**config.mk**
```make
export PLATFORM = sky130hd
export DESIGN_NAME = teclado_ps2_flat
export DESIGN_NICKNAME = d
export VERILOG_FILES = /design/src/rtl/teclado_ps2_if.sv /design/src/rtl/teclado_ps2.sv /design/src/flat_wrapper.sv
export SDC_FILE = /design/constraint.sdc
export NUM_CORES = 1
export LEC_CHECK = 0
export ABC_CLOCK_PERIOD_IN_PS = 1900
export CAP_MARGIN = 25
export CORE_ASPECT_RATIO = 1.5
export CORE_MARGIN = 3
export CORE_UTILIZATION = 54
export DETAILED_ROUTE_END_ITERATION = 6
export PLACE_DENSITY = 0.77
export SLEW_MARGIN = 0
export SYNTH_ARGS = -nofsm -noshare
export SYNTH_HDL_FRONTEND = slang
export SYNTH_SLANG_ARGS = --single-unit
```
**constraint.sdc**
```tcl
create_clock -name clk -period 1.9 [get_ports clk]
set_clock_uncertainty 0.1 [all_clocks]
set_input_delay 0.38 -clock clk [delete_from_list [all_inputs] [get_ports clk]]
set_output_delay 0.38 -clock clk [all_outputs]
set_load 0.05 [all_outputs]
```
**src/rtl/teclado_ps2_if.sv**
```systemverilog
// teclado_ps2_if: PS/2 lines, receive enable and PicoBlaze handshake bundle
interface teclado_ps2_if;
   logic       ps2d;
   logic       ps2c;
   logic       rx_en;
   logic       new_data_pico;
   logic       new_data;
   logic [7:0] letra;
   modport slave (input ps2d, ps2c, rx_en, new_data_pico, output new_data, letra);
   modport master(output ps2d, ps2c, rx_en, new_data_pico, input new_data, letra);
endinterface

```
**src/rtl/teclado_ps2.sv**
```systemverilog
// teclado_ps2: PS/2 keyboard receiver reporting released-key scan codes to PicoBlaze
// Optional KEY_FILTER_EN: only F, H, T, arrow keys and ESC are reported.
module teclado_ps2 #(
   parameter int         FILTER_LEN = 8,
   parameter logic [7:0] BREAK_CODE = 8'hF0
) (
   input logic          clk,
   input logic          reset,
   teclado_ps2_if.slave kb
);
   typedef enum logic [1:0] {IDLE, DPS, LOAD} state_t;
   state_t                state_q, state_d;
   logic [FILTER_LEN-1:0] filt_q, filt_d;
   logic                  fps2c_q, fps2c_d;
   logic [3:0]            n_q, n_d;
   logic [10:1]           sr_q, sr_d;
   logic                  brk_q, brk_d;
   logic                  nd_q, nd_d;
   logic [7:0]            letra_q, letra_d;
   logic                  fall_edge, rx_done, keep;
   logic [7:0]            rx_byte;
   // frame bit 0 (start) shifts out of the low end, leaving the byte in sr_q[8:1]
   assign rx_byte = sr_q[8:1];
   assign rx_done = state_q == LOAD;
`ifdef KEY_FILTER_EN
   assign keep = rx_byte inside {8'h2B, 8'h33, 8'h2C, 8'h75, 8'h74, 8'h6B, 8'h72, 8'h76};
`else
   assign keep = 1'b1;
`endif
   always_comb begin
      filt_d    = {kb.ps2c, filt_q[FILTER_LEN-1:1]};
      fps2c_d   = &filt_q ? 1'b1 : ~|filt_q ? 1'b0 : fps2c_q;
      fall_edge = fps2c_q & ~fps2c_d;
      state_d   = state_q;
      n_d       = n_q;
      sr_d      = sr_q;
      case (state_q)
         IDLE: if (fall_edge && kb.rx_en) begin
            sr_d    = {kb.ps2d, sr_q[10:2]};
            n_d     = 4'd9;
            state_d = DPS;
         end
         DPS: if (fall_edge) begin
            sr_d    = {kb.ps2d, sr_q[10:2]};
            n_d     = n_q == 4'd0 ? n_q : n_q - 4'd1;
            state_d = n_q == 4'd0 ? LOAD : DPS;
         end
         default: state_d = IDLE;
      endcase
      brk_d   = brk_q;
      letra_d = letra_q;
      // a decoded code below overrides a same-cycle acknowledge
      nd_d    = nd_q & ~kb.new_data_pico;
      if (rx_done) begin
         if (rx_byte == BREAK_CODE) brk_d = 1'b1;
         else if (brk_q) begin
            brk_d = 1'b0;
            if (keep) begin
               letra_d = rx_byte;
               nd_d    = 1'b1;
            end
         end
      end
   end
   always_ff @(posedge clk) begin
      if (reset) begin
         filt_q  <= '1;
         fps2c_q <= 1'b1;
         state_q <= IDLE;
         n_q     <= '0;
         sr_q    <= '0;
         brk_q   <= 1'b0;
         letra_q <= 8'h00;
         nd_q    <= 1'b0;
      end else begin
         filt_q  <= filt_d;
         fps2c_q <= fps2c_d;
         state_q <= state_d;
         n_q     <= n_d;
         sr_q    <= sr_d;
         brk_q   <= brk_d;
         letra_q <= letra_d;
         nd_q    <= nd_d;
      end
   end
   assign kb.new_data = nd_q;
   assign kb.letra    = letra_q;
endmodule

```
**src/flat_wrapper.sv**
```systemverilog
// flat-port wrapper written by rule: the top's interface ports become plain ports
module teclado_ps2_flat 
#(
   parameter int         FILTER_LEN = 8,
   parameter logic [7:0] BREAK_CODE = 8'hF0
)
  (clk, reset, kb_ps2d, kb_ps2c, kb_rx_en, kb_new_data_pico, kb_new_data, kb_letra);
  teclado_ps2_if kb_i ();
  input logic clk;
  input logic reset;
  input wire logic [$bits(kb_i.ps2d)-1:0] kb_ps2d;
  input wire logic [$bits(kb_i.ps2c)-1:0] kb_ps2c;
  input wire logic [$bits(kb_i.rx_en)-1:0] kb_rx_en;
  input wire logic [$bits(kb_i.new_data_pico)-1:0] kb_new_data_pico;
  output wire logic [$bits(kb_i.new_data)-1:0] kb_new_data;
  output wire logic [$bits(kb_i.letra)-1:0] kb_letra;
  assign kb_i.ps2d = kb_ps2d;
  assign kb_i.ps2c = kb_ps2c;
  assign kb_i.rx_en = kb_rx_en;
  assign kb_i.new_data_pico = kb_new_data_pico;
  assign kb_new_data = kb_i.new_data;
  assign kb_letra = kb_i.letra;
  teclado_ps2 #(.FILTER_LEN(FILTER_LEN), .BREAK_CODE(BREAK_CODE)) u_core (.clk(clk), .reset(reset), .kb(kb_i));
endmodule
```
==> impl_metrics.yaml, run 1 <==
status:
  status: "finished clean"
min_path:
  min_delay_path_depth: 2
  hold_path_class: "reg -> reg"
  min_to: "u_core.brk_q$_SDFFE_PP0N_"
  min-delay-start: "u_core.brk_q$_SDFFE_PP0N_"
sta:
  clock.fmax_mhz: 567
  final.setup.worst_slack_ns: 0.137
  fin_hold_ws_ns: 0.383
  setup_viol: 0
  slew_violations: 0
  fin_crit_ns: 1.76
  relSlewSlack_pct: 58.2
  hold_violations: 0
  fin_tns_setup_ns: 0
  timing.final.crit_share_pct: 92.8
  worstMarginPinSlew_ns: 0.627
global_route:
  grt_max_degree: 37
  grt_remaining_overflow: 0
  first_global_vias: 982
  grt.total_usage_pct: 18.2
  antenna_found_initial: 0
  grt_pass1_wl_mm: 4.11
logic_synthesis:
  seq_area_frac_synth_pct: 50.9
  ys.flop_type: "dfxtp_1"
  netlist_top_cells_area: "dfxtp_1, mux2i_1, nor2_1, or2_2, nor4_4"
  synthCells: 137
  synth_commonest_cells: "dfxtp_1, nor2_1, mux2i_1"
  syn_nets: 145
  yosysWarnings: 0
  ys_types: 28
  netlist.area_leader.share_pct: 50.9
  ys_async_sr_fraction_pct: 0
  yosysMostFrequentCell: "dfxtp_1"
  yosys.area.top_type: "dfxtp_1"
  syn-mean-instance-area_sq_um: 10.1
  syn_area_sq_um: 1380
  synth_edf_count: 0
  synth-seq-cells: 35
route:
  route.met2.wl_mm: 1.28
  wl_per_cell_um: 13.3
  drc: 0
  viasPerCell: 5.48
  wl_met3_um: 101
  ant_nets: 0
  drt_iter0_drc: 40
  met1_length_mm: 1.01
  highest_layer: "met4"
  via_count: 1008
  firstDrtPassIters: 4
  drt_wl_total_mm: 2.44
setup_path:
  critPathMaxFanout: 4
  critPathLaunchType: "flip-flop"
  crit_required_ns: 2.08
  r2r-start: "u_core.filt_q[2]$_SDFF_PP1_"
  worstPathArrival_ns: 1.94
  path_cells: "nor4_4 > o2111ai_4 > or4_1 > a21oi_1"
  path_class: "reg -> reg"
  cp-startpoint: "u_core.filt_q[2]$_SDFF_PP1_"
  reg2reg_slack_ns: 0.14
  endpoint_kind: "flip-flop"
  cpPeakStageDelay_ns: 0.53
  reg2reg_to: "u_core.n_q[1]$_SDFFE_PP0P_"
  reg2regPathDepth: 4
  cp_slowest_cell: "or4_1"
cts:
  cts_max_path_buffers: 2
  clock_latency_ns: 0.34
  cts-htree-levels: 2
  cts-root-buf: "clkbuf_4"
  cts.reportedPaths.clkPinSlew_ns: 0.10
  cts_tree: "built"
  cts_made_buffers: 5
  clkSinkCount: 35
final_layout:
  area_growth_pct: 22.0
  nFillCells: 188
  layout-drive-gt1-share_pct: 23.0
  nNetsFinal: 168
  n_antenna_cell: 0
power:
  p_leak_uw: 0.000714
  p_per_area_nw_per_um2: 848
  peakVddDrop_uv: 987
floorplanning:
  ios: 15
  rows: 21
  coreArea_sq_um: 2340
  die_h_um: 67.9
  die_w_um: 47.2
  die-area_sq_um: 3210
  start_util_pct: 58.9
placement:
  portBuffers: 14
  gp_congestion: 0.840
  pre_cts_ws_ns: 0.00170
  dp_hpwl_mm: 1.72
flow_run:
  cap_violations: 0
-- worst max-delay path, delay by kind of cell (launching register included) --
kind / cells / cell delay (ns)
AO/OA/AOI/OAI: 2 / 0.33
flip-flops: 1 / 0.36
AND/OR/NAND/NOR: 2 / 0.92
-- power by group --
part / total [uW] / switching, uW / internal (uW)
Clock: 652 / 241 / 411
Sequential: 741 / 4.13 / 737
Combinational: 32.5 / 15.2 / 17.3
-- final cells by class --
cell class,count,area [sq um],share of cell area [%]
Tap cell,23,28.8,1.71
Multi-Input combinational cell,90,633,37.7
Clock inverter,2,60.1,3.57
Clock buffer,6,41.3,2.46
Sequential cell,35,701,41.7
Timing Repair Buffer,23,198,11.8
Inverter,5,18.8,1.12
-- repair_timing --
action,4_1_cts,5_1_grt
pin swaps,0,2
hold buffers,0,0
setup endpoints to repair,3,2
buffers inserted,0,1
endpoints found under the hold margin,0,0
gates cloned,0,0
resized for setup,1,0
-- kinds of logic (layout without fill, tap and decap cells) --
logic type | count (synthesis) | in the layout | synth area share [%]
adders and majority gates | 2 | 2 | 1.82
DFF | 35 | 35 | 50.9
buffers and inverters | 12 | 36 | 3.45
and+or+nand+nor | 56 | 56 | 23.3
AOI/OAI and AO/OA | 14 | 14 | 7.54
muxes | 18 | 18 | 13.1
-- per-stage QoR --
| step | util (%) | power, uW | area [sq um] | cells |
|---|---|---|---|---|
| after floorplan | - | 772 | 1380 | 137 |
| after global placement | 67.0 | 790 | 1570 | 175 |
| after detailed placement | 67.0 | 790 | 1570 | 175 |
| after CTS | 71.5 | 1440 | 1670 | 183 |
| after global routing | 71.9 | 1480 | 1680 | 184 |
| final | 71.9 | 1420 | 1680 | 184 |
-- how the worst max path moves through the flow --
stage                                      end  slack (ns)  depth (start not counted)
6_report            u_core.n_q[1]$_SDFFE_PP0P_        0.14                          4
3_3_place_gp        u_core.n_q[0]$_SDFFE_PP0P_        0.04                          5
4_1_cts             u_core.n_q[1]$_SDFFE_PP0P_        0.10                          4
2_1_floorplan       u_core.n_q[1]$_SDFFE_PP0P_        0.18                          4
5_1_grt             u_core.n_q[1]$_SDFFE_PP0P_     -0.0005                          4
3_5_place_dp   u_core.kb.letra[0]$_SDFFE_PP0P_       0.002                          4
-- layout by cell type (no fill, tap or decap), types with 3 or more instances in the layout --
cell type,n
nand3_1,3
or2_2,8
buf_4,17
a21oi_1,4
nor2_1,23
mux2i_1,18
nand2_1,3
nor2b_1,3
inv_1,5
o21ai_0,4
clkbuf_4,5
clkdlybuf4s50_1,5
dfxtp_1,35
-- registers in the layout, indices dropped and copies added (netlist names) --
signal and flops:
u_core.sr_q 10, u_core.fps2c_q 1, u_core.brk_q 1, u_core.state_q 2
u_core.kb.new_data 1, u_core.n_q 4, u_core.filt_q 8, u_core.kb.letra 8
-- layer usage --
metal | global-route usage (%) | vias up
met4 | 9.00 | 0
met2 | 30.0 | 15
met5 | 0 | -
met3 | 6.32 | 5
met1 | 19.8 | 475
li1 | - | 513
Note: power is estimated with default switching activity, not from simulation.
==> inputs of run 2 (changes only) <==
Settings changed: ABC_CLOCK_PERIOD_IN_PS 1900 to not set, CAP_MARGIN 25 to not set.
==> results of run 2 <==
Same layout as run 1: the final DEF is identical, and so are final timing and power.
